<file path="src/rtl/alpha_mem_pkg.sv">
// Shared types and default widths for the alphacore memory port arbiter.
package alpha_mem_pkg;

  localparam int DEF_ADDR_W   = 8;
  localparam int DEF_DATA_W   = 32;
  localparam int DEF_MAX_WAIT = 4;

  typedef enum logic [1:0] {
    RSP_NONE = 2'd0,
    RSP_IF   = 2'd1,
    RSP_LS   = 2'd2
  } rsp_owner_t;

endpackage

</file>
<file path="src/rtl/mem_port_arbiter.sv">
// Shares one single-port synchronous RAM between instruction fetch and load/store,
// LS first with a starvation override for IF, and routes read data back to its owner.
//
// rsp state | meaning
// RSP_NONE  | no read response due this cycle
// RSP_IF    | mem_rdata belongs to instruction fetch
// RSP_LS    | mem_rdata belongs to load/store
module mem_port_arbiter
  import alpha_mem_pkg::*;
#(
  parameter int ADDR_W   = DEF_ADDR_W,
  parameter int DATA_W   = DEF_DATA_W,
  parameter int MAX_WAIT = DEF_MAX_WAIT
) (
  input  logic                clk,
  input  logic                rst_n,
  input  logic                if_req,
  input  logic [ADDR_W-1:0]   if_addr,
  output logic                if_gnt,
  output logic                if_rvalid,
  output logic [DATA_W-1:0]   if_rdata,
  input  logic                ls_req,
  input  logic                ls_we,
  input  logic [ADDR_W-1:0]   ls_addr,
  input  logic [DATA_W-1:0]   ls_wdata,
  input  logic [DATA_W/8-1:0] ls_be,
  output logic                ls_gnt,
  output logic                ls_rvalid,
  output logic [DATA_W-1:0]   ls_rdata,
  output logic                mem_en,
  output logic                mem_we,
  output logic [DATA_W/8-1:0] mem_be,
  output logic [ADDR_W-1:0]   mem_addr,
  output logic [DATA_W-1:0]   mem_wdata,
  input  logic [DATA_W-1:0]   mem_rdata
);

  localparam logic [3:0] MAX_WAIT_C = 4'(MAX_WAIT);

  rsp_owner_t rsp_q, rsp_d;
  logic [3:0] wait_cnt_q, wait_cnt_d;
  logic       if_starved;

  // Grants are gated by rst_n so nothing reaches the RAM while reset is held.
  always_comb begin
    if_gnt     = 1'b0;
    ls_gnt     = 1'b0;
    if_starved = if_req && (wait_cnt_q >= MAX_WAIT_C);
    if (rst_n) begin
      if (ls_req && !if_starved) begin
        ls_gnt = 1'b1;
      end else if (if_req) begin
        if_gnt = 1'b1;
      end
    end
  end

  always_comb begin
    mem_en    = if_gnt | ls_gnt;
    mem_we    = ls_gnt & ls_we;
    mem_be    = (ls_gnt && ls_we) ? ls_be : '1;
    mem_addr  = ls_gnt ? ls_addr : if_addr;
    mem_wdata = ls_wdata;
  end

  always_comb begin
    wait_cnt_d = wait_cnt_q;
    if (!if_req || if_gnt) begin
      wait_cnt_d = 4'd0;
    end else if (wait_cnt_q != 4'hF) begin
      wait_cnt_d = wait_cnt_q + 4'd1;
    end
  end

  // Writes never produce a response, so only read grants claim the next cycle.
  always_comb begin
    rsp_d = RSP_NONE;
    if (if_gnt) begin
      rsp_d = RSP_IF;
    end else if (ls_gnt && !ls_we) begin
      rsp_d = RSP_LS;
    end
  end

  always_ff @(posedge clk or negedge rst_n) begin
    if (!rst_n) begin
      rsp_q      <= RSP_NONE;
      wait_cnt_q <= 4'd0;
    end else begin
      rsp_q      <= rsp_d;
      wait_cnt_q <= wait_cnt_d;
    end
  end

  assign if_rvalid = (rsp_q == RSP_IF);
  assign ls_rvalid = (rsp_q == RSP_LS);
  assign if_rdata  = mem_rdata;
  assign ls_rdata  = mem_rdata;

endmodule

</file>
<file path="config.mk">
export PLATFORM = sky130hd
export DESIGN_NAME = mem_port_arbiter
export DESIGN_NICKNAME = d
export VERILOG_FILES = /design/src/rtl/alpha_mem_pkg.sv /design/src/rtl/mem_port_arbiter.sv
export SDC_FILE = /design/constraint.sdc
export NUM_CORES = 1
export LEC_CHECK = 0
export BUFFER_PORTS_ARGS = -buffer_cell sky130_fd_sc_hd__buf_2
export CAP_MARGIN = 15
export CORE_ASPECT_RATIO = 0.5
export CORE_MARGIN = 3
export CORE_UTILIZATION = 27
export DETAILED_ROUTE_END_ITERATION = 6
export GPL_TIMING_DRIVEN = 0
export PLACE_DENSITY = 0.77
export SLEW_MARGIN = 20
export SYNTH_ARGS = -nofsm -noshare
export SYNTH_HDL_FRONTEND = slang
export SYNTH_SLANG_ARGS = --single-unit
</file>
<file path="constraint.sdc">
create_clock -name clk -period 1.2 [get_ports clk]
set_input_delay 0.12 -clock clk [delete_from_list [all_inputs] [get_ports clk]]
set_output_delay 0.12 -clock clk [all_outputs]
set_load 0.1 [all_outputs]
</file>
==> flow_summary_export.csv <==
group,metric,value,unit
final_layout,nets,382,
cts,cts_max_level,1,
setup_path,crit_path_cell_trace,"o21ai_4 > nand3_4 > clkinvlp_4 > and2_2 > buf_12",
final_layout,mostFrequentLayoutCell,"buf_2",
detailed_routing,drc,0,
floorplan,start_util,28.94,%
global_routing,grt.total_usage,14.63,%
setup_path,arrival,1.54,ns
setup_path,worst_setup_path_end_kind,"output pin",
detailed_routing,wire_per_inst,12.78,microns
floorplan,die_height,52.32,microns
outcome,violations,"setup timing",
timing,fin_worst_skew,0.002821,ns
timing,setup_violations,20,
cts,clock_sinks,6,
pwr,vdd_ir_drop_max,665.1,uV
final_layout,area_growth,89.63,%
detailed_routing,vias,1379,
setup_path,worstSetupPathType,"flip-flop to output pin",
synth,synthMuxAreaShare,8.639,%
synth,synth_edf_count,0,
detailed_routing,drt_iter0_markers,21,
synth,async_flop_share,100.0,%
synth,synthCells,142,
setup_path,setup.worst_path.start_class,"flip-flop",
floorplan,die_area,5161,sq um
run,maxCapViolCount,0,
final_layout,layout_common_cells,"122 x buf_2, 101 x buf_4, 11 x buf_6",
pwr,power.density,1219,nW/um^2
synth,syn_avg_cell_area,8.159,sq um
synth,syn_area,1159,sq um
setup_path,cp.required,1.08,ns
synth,synth-adder-area-share,1.080,%
detailed_routing,dr.pass1.iters,4,
synth,synth_warnings,0,
timing,fin_ws,-0.4575,ns
placed_design,place.gp.congestion,0.6710,
synth,yosysSeqAreaShare,12.96,%
placed_design,dp_cells,334,
timing,final.period_utilization,138.1,%
pwr,power_leakage,1.296,nW
cts,cts_buffers,3,
global_routing,grt_pass1_wl,6092,microns
detailed_routing,ant_nets,0,
timing,tightest_slew,0.5104,ns
floorplan,row_count,16,
final_layout,fill_cells,366,
timing,max_slew_margin,65.90,%
setup_path,cp_slowest_stage_delay,0.42,ns
synth,ys.flop_type,"dfrtp_1",
synth,synth_cell_types,19,
outcome,outcome,"finished with violations",
synth,ys_ff_latch,6,
placed_design,io_buffers,138,
synth,yosys.area_share.simple,11.99,%
floorplan,io_pins,203,
synth,syn_nets,232,
global_routing,grt_antenna_before_repair,0,
synth,synth-compound-area-share,1.728,%
detailed_routing,vias_per_cell,4.009,
timing,final-hold-violation-count,0,
timing,hold_slack,0.1689,ns
floorplan,core_area,4004,sq um
synth,synth_top_family_by_area,"buffers and inverters",
hold_path,hp-class,"primary input to flip-flop",
setup_path,crit_path_max_fanout,6,
placed_design,placed_area,1947,sq um
placed_design,hpwl,3565,microns
final_layout,postLayoutCoreUtil,54.87,%
setup_path,cpMaxStageDelayCell,"dfrtp_2",
final_layout,n_antenna_cell,0,
cts,clock_latency,0.22,ns
synth,synthXorXnorAreaFrac,0.7559,%
cts,cts-root-buf,"clkbuf_8",
global_routing,grt_pass1_vias,1332,
global_routing,grt_max_degree,7,
timing,final.setup.tns,-7.035,ns
floorplan,die_x,98.64,microns
cts,clkTransAtPathRegs,0.04,ns
global_routing,overflow,0,
final_layout,drive_above_1_share,90.00,%
final_layout,final_cell_count_no_fill,344,
timing,rsz0062_at_grt,"true",
final_layout,stdcell_area,2197,sq um
detailed_routing,drt_wl_total,4397,microns
cts,tritoncts,"yes",
timing,fmax,0.6033,GHz
cts,clk_path_buf_depth,2,
timing,min_period,1.658,ns
timing,slew_violations,0,
-- layer usage --
metal,vias to the layer above,global-route usage (%),part of all wire [%]
met5,-,0,0
met4,0,5.896,2.8
met3,12,4.515,10
met2,91,28.41,56
met1,623,15.00,31
li1,653,-,-
-- Yosys cell counts (2+ instances only) --
| master | instances | area [sq um] |
|---|---|---|
| mux2_2 | 8 | 90.09 |
| buf_4 | 96 | 720.7 |
| nand2_1 | 2 | 7.510 |
| inv_1 | 2 | 7.510 |
| nor2b_1 | 2 | 12.51 |
| nand3_1 | 2 | 10.01 |
| nor3b_1 | 2 | 15.01 |
| nor2_1 | 8 | 30.03 |
| dfrtp_1 | 6 | 150.1 |
| nor3_1 | 2 | 10.01 |
| nand3b_1 | 4 | 30.03 |
-- final cells by class --
type                       count  area, sq um  share of cell area, %
multi-input combinational     39        331.6                  15.09
buffer                        96        720.7                  32.80
inverter                       2        11.26                 0.5125
clock buffer                   3        41.29                  1.879
sequential                     6        152.6                  6.948
timing repair buffer         144        872.1                  39.69
tap                           54        67.56                  3.075
-- stage by stage --
| step | setup slack, ns | total power, W |
|---|---|---|
| after global placement | -0.3968 | 0.002293 |
| after CTS | -0.4277 | 0.002683 |
| after global routing | -0.5043 | 0.002753 |
| after detailed placement | -0.4313 | 0.002305 |
| final | -0.4575 | 0.002679 |
| after floorplan | -0.9480 | 0.002067 |
-- kinds of logic after synthesis --
group,after synthesis
and+or+nand+nor,24
xor gates and xnor gates,1
buffers and inverters,98
adders and majority gates,1
DFF,6
AOI/OAI and AO/OA,3
muxes,9
-- worst paths after layout --
path	cells past startpoint	from	end	slack, ns
worst max-delay path	5	wait_cnt_q[2]	mem_we	-0.46
worst max register to register	3	wait_cnt_q[3]	wait_cnt_q[2]	-0.22
min in group asynchronous	2	rst_n	rsp_q[1]	0.44
max in group asynchronous	2	rst_n	wait_cnt_q[2]	0.52
worst min register to register	2	wait_cnt_q[1]	wait_cnt_q[1]	0.60
worst min-delay path	2	ls_we	rsp_q[1]	0.17
-- worst max-delay path, delay by kind of cell, from the launching register on --
family / cells / cell delay (ns)
compound gates: 1 / 0.23
buf+inv: 2 / 0.33
flops: 1 / 0.42
simple gates: 2 / 0.33
-- repair_timing --
item	4_1_cts	5_1_grt
buffers inserted	4	1
hold endpoints to repair	6	0
resized for setup	41	3
hold buffers	1	0
gates cloned	1	0
setup endpoints to repair	21	20
pin swaps	3	1
-- power by group --
part,total [W],switching [W],internal (W)
combinational,0.00216,0.00170,0.000460
clock,0.000292,0.0000776,0.000215
sequential,0.000223,0.0000104,0.000213
-- state kept, by name, summed over array words and instances, names as in the netlist --
register	cells
wait_cnt_q	4
rsp_q	2
No activity file was read; power rests on OpenSTA's default activity.
